File: config.mk
export PLATFORM = sky130hd
export DESIGN_NAME = fetch_unit
export DESIGN_NICKNAME = d
export VERILOG_FILES = /design/src/rtl/cpu_pkg.sv /design/src/rtl/fetch_fifo.sv /design/src/rtl/fetch_unit.sv
export SDC_FILE = /design/constraint.sdc
export NUM_CORES = 1
export LEC_CHECK = 0
export ABC_AREA = 1
export ABC_CLOCK_PERIOD_IN_PS = 6200
export BUFFER_PORTS_ARGS = -buffer_cell sky130_fd_sc_hd__buf_2
export CORE_MARGIN = 2
export CORE_UTILIZATION = 59
export DETAILED_ROUTE_END_ITERATION = 8
export GPL_ROUTABILITY_DRIVEN = 0
export PLACE_DENSITY = 0.79
export SETUP_SLACK_MARGIN = 0.2
export SKIP_LAST_GASP = 1
export SYNTH_ARGS = -nofsm -noshare
export SYNTH_HDL_FRONTEND = slang
export SYNTH_SLANG_ARGS = --single-unit
File: constraint.sdc
create_clock -name clk_i -period 6.2 [get_ports clk_i]
set_input_delay 1.24 -clock clk_i [delete_from_list [all_inputs] [get_ports clk_i]]
set_output_delay 1.24 -clock clk_i [all_outputs]
set_load 0.02 [all_outputs]
File: src/rtl/cpu_pkg.sv
// Shared CPU-wide constants and the fetch entry type passed from fetch to decode.
package cpu_pkg;

   localparam int unsigned XLEN    = 32;
   localparam int unsigned INSTR_W = 32;

   localparam logic [XLEN-1:0] RESET_PC_DEFAULT = 32'h0000_0000;

   typedef struct packed {
      logic [XLEN-1:0]    pc;
      logic [INSTR_W-1:0] instr;
   } fetch_entry_t;

   // Sequential word address; wraps modulo 2^32.
   function automatic logic [XLEN-1:0] pc_next(input logic [XLEN-1:0] pc);
      return pc + XLEN'(4);
   endfunction

endpackage

File: src/rtl/fetch_fifo.sv
// First-word fall-through FIFO with synchronous clear; push and pop may coincide when full.
module fetch_fifo #(
   parameter int unsigned DEPTH = 4,
   parameter int unsigned WIDTH = 64
) (
   input  logic                       clk_i,
   input  logic                       res_i,
   input  logic                       clr_i,
   input  logic                       push_i,
   input  logic [WIDTH-1:0]           wdata_i,
   input  logic                       pop_i,
   output logic [WIDTH-1:0]           rdata_o,
   output logic [$clog2(DEPTH+1)-1:0] count_o,
   output logic                       empty_o,
   output logic                       full_o
);

   localparam int unsigned CNT_W = $clog2(DEPTH + 1);
   localparam int unsigned PTR_W = (DEPTH > 1) ? $clog2(DEPTH) : 1;

   logic [WIDTH-1:0] mem_q [DEPTH];
   logic [PTR_W-1:0] rd_ptr_q, wr_ptr_q;
   logic [CNT_W-1:0] count_q;
   logic             do_push, do_pop;

   function automatic logic [PTR_W-1:0] ptr_inc(input logic [PTR_W-1:0] p);
      return (p == PTR_W'(DEPTH - 1)) ? '0 : p + PTR_W'(1);
   endfunction

   assign empty_o = (count_q == '0);
   assign full_o  = (count_q == CNT_W'(DEPTH));
   assign count_o = count_q;
   assign rdata_o = mem_q[rd_ptr_q];

   // A pop frees the slot first, so a full FIFO still accepts a simultaneous push.
   assign do_pop  = pop_i && !empty_o;
   assign do_push = push_i && (!full_o || do_pop);

   always_ff @(posedge clk_i) begin
      if (res_i || clr_i) begin
         rd_ptr_q <= '0;
         wr_ptr_q <= '0;
         count_q  <= '0;
      end else begin
         if (do_push) wr_ptr_q <= ptr_inc(wr_ptr_q);
         if (do_pop)  rd_ptr_q <= ptr_inc(rd_ptr_q);
         count_q <= count_q + CNT_W'(do_push) - CNT_W'(do_pop);
      end
   end

   always_ff @(posedge clk_i) begin
      if (do_push) mem_q[wr_ptr_q] <= wdata_i;
   end

endmodule

File: src/rtl/fetch_unit.sv
// Instruction fetch: PC generation, credit-limited imem requests, stale-response dropping on
// redirect, and an FWFT buffer feeding decode.
module fetch_unit
   import cpu_pkg::*;
#(
   parameter int unsigned     DEPTH    = 4,
   parameter logic [XLEN-1:0] RESET_PC = RESET_PC_DEFAULT
) (
   input  logic               clk_i,
   input  logic               res_i,
   output logic               imem_req_o,
   output logic [XLEN-1:0]    imem_addr_o,
   input  logic               imem_gnt_i,
   input  logic               imem_rvalid_i,
   input  logic [INSTR_W-1:0] imem_rdata_i,
   input  logic               redirect_i,
   input  logic [XLEN-1:0]    redirect_pc_i,
   output logic               instr_valid_o,
   input  logic               instr_ready_i,
   output logic [INSTR_W-1:0] instr_o,
   output logic [XLEN-1:0]    instr_pc_o
);

   localparam int unsigned CNT_W = $clog2(DEPTH + 1);

   logic [XLEN-1:0]  fetch_pc_q, fetch_pc_d;
   logic [XLEN-1:0]  resp_pc_q, resp_pc_d;
   logic [CNT_W-1:0] outstanding_q, outstanding_d;
   logic [CNT_W-1:0] drop_cnt_q, drop_cnt_d;
   logic [CNT_W-1:0] count;
   logic [CNT_W:0]   credit_used;
   logic [XLEN-1:0]  redirect_target;
   logic             empty, full, grant, push, pop, clr;
   fetch_entry_t     push_entry, head;

   // Buffered plus in-flight words may never exceed the FIFO size, so a push never overflows.
   assign credit_used = {1'b0, count} + {1'b0, outstanding_q};
   assign imem_req_o  = !res_i && !redirect_i && (credit_used < (CNT_W + 1)'(DEPTH));
   assign imem_addr_o = fetch_pc_q;
   assign grant       = imem_req_o && imem_gnt_i;

   assign redirect_target = redirect_pc_i & ~XLEN'(3);
   assign push_entry      = '{pc: resp_pc_q, instr: imem_rdata_i};

   always_comb begin
      fetch_pc_d    = fetch_pc_q;
      resp_pc_d     = resp_pc_q;
      outstanding_d = outstanding_q;
      drop_cnt_d    = drop_cnt_q;
      push          = 1'b0;
      pop           = 1'b0;
      clr           = 1'b0;
      if (redirect_i) begin
         // Every fetch still in flight after this cycle belongs to the old path.
         fetch_pc_d    = redirect_target;
         resp_pc_d     = redirect_target;
         clr           = 1'b1;
         outstanding_d = outstanding_q - CNT_W'(imem_rvalid_i);
         drop_cnt_d    = outstanding_d;
      end else begin
         pop           = instr_valid_o && instr_ready_i;
         outstanding_d = outstanding_q + CNT_W'(grant) - CNT_W'(imem_rvalid_i);
         if (grant) fetch_pc_d = pc_next(fetch_pc_q);
         if (imem_rvalid_i) begin
            if (drop_cnt_q != '0) begin
               drop_cnt_d = drop_cnt_q - CNT_W'(1);
            end else begin
               push      = 1'b1;
               resp_pc_d = pc_next(resp_pc_q);
            end
         end
      end
   end

   always_ff @(posedge clk_i) begin
      if (res_i) begin
         fetch_pc_q    <= RESET_PC;
         resp_pc_q     <= RESET_PC;
         outstanding_q <= '0;
         drop_cnt_q    <= '0;
      end else begin
         fetch_pc_q    <= fetch_pc_d;
         resp_pc_q     <= resp_pc_d;
         outstanding_q <= outstanding_d;
         drop_cnt_q    <= drop_cnt_d;
      end
   end

   fetch_fifo #(
      .DEPTH(DEPTH),
      .WIDTH($bits(fetch_entry_t))
   ) u_fifo (
      .clk_i  (clk_i),
      .res_i  (res_i),
      .clr_i  (clr),
      .push_i (push),
      .wdata_i(push_entry),
      .pop_i  (pop),
      .rdata_o(head),
      .count_o(count),
      .empty_o(empty),
      .full_o (full)
   );

   assign instr_valid_o = !empty;
   assign instr_o       = empty ? '0 : head.instr;
   assign instr_pc_o    = empty ? '0 : head.pc;

   always_ff @(posedge clk_i) begin
      if (!res_i) begin
         assert (!(push && full && !pop));
         assert (drop_cnt_q <= outstanding_q);
      end
   end

endmodule

# Yosys cells after proc, flatten, opt, wreduce, memory -nomap -nowiden
# Memory sizes are Yosys's and may differ from the RTL's. A register that Yosys moved wholly into a read port is not among the register bits.
# Cells that the tools add are included.
[word_totals]
memories = 1
out_inout_bits = 98
word_cells = 70
reg_bits = 77
mem_bits_rw = 256
[op_classes]
add_sub_neg = 11
n_lt_le_gt_ge = 1
n_mux = 22
eq_ne = 4
reduce_logical = 21
bitwise_logic = 1
[mem_list]
columns = ["name", "depth", "width", "rd", "rd_ports_with_merged_regs", "write_ports", "line", "text"]
rows = [
  ["u_fifo.mem_q", 4, 64, 1, 1, 1, "fetch_fifo.sv:21", "logic [WIDTH-1:0] mem_q [DEPTH];"],
]
[op_table]
columns = ["op", "count"]
rows = [
  ["two-way mux 32 bit", 7],
  ["adder 32 x 3 -> 32 bit (second input constant)", 2],
  ["two-way mux 3 bit", 4],
  ["subtractor 3 x 1 -> 3 bit", 3],
  ["two-way mux 2 bit", 4],
  ["two-way mux 1 bit", 7],
  ["adder 3 x 1 -> 3 bit", 2],
  ["logical AND 1 bit", 6],
  ["AND reduction 2 bit", 3],
  ["nonzero test 2 bit", 3],
  ["adder 2 x 1 -> 2 bit (second input constant)", 2],
  ["adder 3 x 3 -> 4 bit", 1],
  ["== test 2 bit (second input constant)", 2],
  ["logical NOT 1 bit", 4],
  ["< comparator 4 x 3 -> 1 bit (second input constant)", 1],
  ["== test 3 bit (second input constant)", 1],
  ["logical NOT 3 bit", 1],
  ["nonzero test 3 bit", 1],
  ["subtractor 3 x 1 -> 3 bit (second input constant)", 1],
  ["logical OR 1 bit", 2],
  ["!= test 2 bit (second input constant)", 1],
  ["OR reduction 2 bit", 1],
  ["NOT 1 bit", 1],
]

# Depth between registers and ports, before layout
[depth]
ltp_word = 9
depth_mapped = 13
ltp_nobuf = 13

# Modules after synthesis
# From an unflattened synthesis, not the netlist that was laid out.
[unflattened]
cells_unflattened = 1570
area_unflattened_um2 = 15060.7
[by_module_without_submodules]
columns = ["module", "n_inst", "cells_each", "seq_area_each_um2", "area_per_inst_um2"]
rows = [
  ["fetch_fifo", 1, 687, 7867.5, 9994.6],
  ["fetch_unit", 1, 883, 1321.3, 5066.1],
]

# Worst setup path after synthesis
# OpenSTA, ideal clock, no wires.
[synth_path]
path_type = "input -> register"
startpoint = "input port redirect_i"
endpoint = "memory u_fifo.mem_q[0][0], enable pin"
setup_time_ps = 482
arrival_ps = 4561
n_path_buf = 2
slack_ps = 1156
stages = 7
cell_sequence = "buf_6 -> inv_1 -> buf_2 -> nand3_1 -> nand4_1 -> nand2_2 -> nor2_1"
[synth_between]
elab_chain_cells = 6
elab_cells_between_ends = 7
cone_classes = "4 x mux; 3 x reduce/logical"
[synth_lines]
columns = ["item", "line", "text"]
rows = [
  ["start, declared", "fetch_unit.sv:16", "input logic redirect_i,"],
  ["two-way mux 1 bit", "fetch_unit.sv:53", "if (redirect_i) begin"],
  ["logical AND 1 bit", "fetch_fifo.sv:36", "assign do_pop = pop_i && !empty_o;"],
  ["logical OR 1 bit", "fetch_fifo.sv:37", "assign do_push = push_i && (!full_o || do_pop);"],
  ["logical AND 1 bit *", "fetch_fifo.sv:37", ""],
  ["two-way mux 1 bit *", "fetch_fifo.sv:52", "if (do_push) mem_q[wr_ptr_q] <= wdata_i;"],
  ["two-way mux 1 bit (implied by the code) *", "fetch_fifo.sv:52", ""],
  ["end, declared", "fetch_fifo.sv:21", ""],
]
# Mark *: on every way between the ends. The rest lies on a longest branch, timed or not.

==> flow_summary.ini <==
[status]
status = finished clean

[yosys]
yosysSeqAreaShare_pct = 60.92
postSynthCellCount = 1592
postSynthRegisterBits = 323
synth_area_sq_um = 14690
synth.distinct_cells = 39
yosysWarnings = 0
syn_avg_cell_area_sq_um = 9.227

[floorplanning]
core_sq_um = 24390
die_h_um = 161.8
fp.dieW_um = 161.8
die-area_sq_um = 26170
rows = 57
start_util_pct = 60.22
ios = 168

[grt]
use_met1_pct = 33.44
track_usage_pct = 25.39
antenna_found_initial = 1
top_usage_layer = met2
grt_max_degree = 71
grt_use_met2_pct = 43.52
overflow = 0
gr-usage-met3_pct = 3.371
grt_pass1_wl_mm = 52.87
grt_pass1_vias = 10690

[cts]
cts_hold_buf = 0
clk_pin_slew_ns = 0.06
cts_sinks = 323
postCtsSetupRepairBufs = 0
cts_buffers = 31
htree_levels = 1
cts_tree = built
clk_latency_ns = 0.58
ctsResizeCount = 0
cts.path.max_buffers = 3
ctsRootBufferMaster = clkbuf_16

[detailed_routing]
via_count = 11580
finalWirelength_mm = 34.12
drc = 0
first_iter_violations = 962
wl_per_cell_um = 16.45
postRouteAntennaNets = 0
first_pass_iters = 6
via_per_inst = 5.582

[sta]
rsz0062_at_grt = false
hold_viol_final = 0
setup_viol = 0
clock_skew_ns = 0.01273
fin_setup_tns_ns = 0
post-route-period-util_pct = 70.94
layout_setup_ws_ns = 1.802
max_freq_ghz = 0.2274
tightest_slew_ns = 0.9877
slew_headroom_pct = 34.06
final.min_clock_period_ns = 4.398
maxSlewViolCount = 0

[worst_setup_path]
path_max_fanout = 69
worstPathArrival_ns = 3.16
setup.worst_path.class = flip-flop to output pin
r2r_cells = 9
ff2ff_setup_slack_ns = 3.00
crit_slowest_cell = inv_2
path_cells = inv_2 > buf_4 > o21ai_0 > a21oi_1 > buf_2
worst_setup_path_start_kind = flip-flop
slowest_delay_ns = 0.80
r2r_end = u_fifo.mem_q[1][29]
cp_data_required_time_ns = 4.96
cp-end-kind = output pin
critical_path.reg2reg.startpoint = drop_cnt_q[0]

[flow_run]
maxCapViolations = 0

[placement]
place_hpwl_mm = 21.13
numPortBuffers = 161
post-place-ws_ns = 2.202
dpl_cell_area_sq_um = 15730

[layout]
nets = 1819
antenna_cells = 0
area_delta_synth_final_pct = 13.48
drive_above_1_share_pct = 14.29
final_cell_area_sq_um = 16670
fin_util_pct = 68.34
nFillCells = 1887

[power]
cellPowerDensity_nw_per_um2 = 278.8
comb_power_share_pct = 8.6
internal_power_mw = 3.541
swShare_pct = 23.80
peakVddDrop_v = 0.0001919
clkPwrFrac_pct = 38.2
p_leak_nw = 6.421
switching_power_mw = 1.106
pwr-share-seq_pct = 53.3

[min_path]
min-delay-start = drop_cnt_q[1]
holdCritPathClass = flip-flop to flip-flop
holdPathStages = 2
hold-path-endpoint = drop_cnt_q[1]
worst max-delay path by stage:
stage,depth (start not counted),end,slack (ns)
floorplan,7,u_fifo.mem_q[0][0],1.16
global placement,5,u_fifo.mem_q[1][22],2.20
detailed placement,5,u_fifo.mem_q[1][28],2.20
CTS,5,instr_o[9],1.77
global route,5,instr_o[9],1.59
finish,5,instr_o[9],1.80
worst max-delay path, delay by kind of cell (launching register included):
kind | cells | cell delay [ns]
flip-flops | 1 | 0.52
AO/OA/AOI/OAI | 2 | 0.48
buffers and inverters | 3 | 1.58
metal layers:
metal / wire length [um] / part of all wire (%)
met4: 1047 / 3.1
met2: 16230 / 48
met1: 13920 / 41
met5: 13 / 0.038
met3: 2897 / 8.5
cells by family (layout without fill, tap and decap cells):
group | after synthesis | after routing | synth area share (%)
xor gates and xnor gates | 12 | 12 | 0.7156
adders and majority gates | 19 | 19 | 1.721
buffers and inverters | 198 | 353 | 5.494
DFF | 323 | 323 | 60.92
and+or+nand+nor | 741 | 741 | 20.75
AOI/OAI and AO/OA | 298 | 298 | 10.37
other | 1 | 4 | 0.02553
power groups by stage:
stage                     Combinational (mW)  Clock (mW)  Sequential, mW
after floorplan                        0.254           0            2.52
after detailed placement               0.394           0            2.52
final                                  0.398        1.77            2.48
after CTS                              0.397        1.79            2.47
after global placement                 0.382           0            2.51
after global routing                   0.443        1.87            2.48
flip-flops by register name (all words and copies together) (netlist names), named ones only:
signal	count
resp_pc_q	30
u_fifo.wr_ptr_q	2
imem_addr_o	30
u_fifo.count_o	3
outstanding_q	3
u_fifo.rd_ptr_q	2
u_fifo.mem_q	248
drop_cnt_q	3
Yosys cell counts:
master      n  area, sq um
nand3_1    77        385.4
buf_1       1        3.750
inv_2       7        26.28
a211oi_1    1        7.510
o21ai_0   165        825.8
or2_2       4        25.02
nand2_2     4        25.02
o211a_1     1        10.01
a21oi_1   112        560.5
fa_1        2        40.04
nor3b_1     1        7.510
o21bai_1    4        30.03
nand4_1     6        37.54
edfxtp_1  248         7447
xnor2_1     3        26.28
nor2_2      5        31.28
nand2_1   262        983.4
nand3b_1    8        60.06
dfxtp_1    75         1501
nand2_4     3        33.78
nor2_1    359         1348
and2_1      1        6.260
a31oi_1     9        56.30
buf_6       3        33.78
ha_1       17        212.7
clkbuf_1   46        172.7
buf_4       5        37.54
buf_2      18        90.09
nor2_8      1        20.02
xor2_1      9        78.83
nor3_2      1        10.01
nor3_4      1        16.27
o21a_1      1        7.510
conb_1      1        3.750
inv_1     118        442.9
o21ai_1     4        20.02
nor2_4      3        33.78
nor3_1      5        25.02
o22ai_1     1        6.260
cells in the final DEF (no fill, tap or decap), types with 2 or more instances in the layout:
| master | Yosys | routed |
|---|---|---|
| nor2_1 | 359 | 355 |
| nand2_1 | 262 | 262 |
| edfxtp_1 | 248 | 248 |
| o21ai_0 | 165 | 165 |
| buf_2 | 18 | 161 |
| inv_1 | 118 | 118 |
| a21oi_1 | 112 | 112 |
| nand3_1 | 77 | 77 |
| dfxtp_1 | 75 | 73 |
| clkbuf_16 | 0 | 31 |
| ha_1 | 17 | 17 |
| buf_4 | 5 | 13 |
| xor2_1 | 9 | 9 |
| a31oi_1 | 9 | 9 |
| nand3b_1 | 8 | 8 |
| clkbuf_1 | 46 | 8 |
| nor2_4 | 3 | 7 |
| inv_2 | 7 | 7 |
| nand4_1 | 6 | 6 |
| nor2_2 | 5 | 5 |
| nor3_1 | 5 | 5 |
| clkinv_1 | 0 | 5 |
| clkinv_2 | 0 | 5 |
| nand2_2 | 4 | 4 |
| or2_2 | 4 | 4 |
| o21bai_1 | 4 | 4 |
| o21ai_1 | 4 | 4 |
| conb_1 | 1 | 4 |
| xnor2_1 | 3 | 3 |
| nand2_4 | 3 | 3 |
| fa_1 | 2 | 2 |
| bufinv_16 | 0 | 2 |
area by class of cell:
type                       count  area, sq um  share of cell area, %
inverter                     125        469.2                  2.815
timing repair buffer         175        923.4                  5.539
clock inverter                13        123.9                 0.7431
clock buffer                  40        819.5                  4.916
multi-input combinational   1074         4975                  29.84
sequential                   323         8954                  53.71
tap                          324        405.4                  2.432
through the flow:
stage	hold slack [ns]	total power, mW	instances
after floorplan	0.4539	2.771	1595
after global placement	0.4657	2.897	2021
after detailed placement	0.4797	2.913	2021
after CTS	0.4892	4.662	2074
after global routing	0.5205	4.792	2074
final	0.4871	4.647	2074
Note: power is estimated with default switching activity, not from simulation.
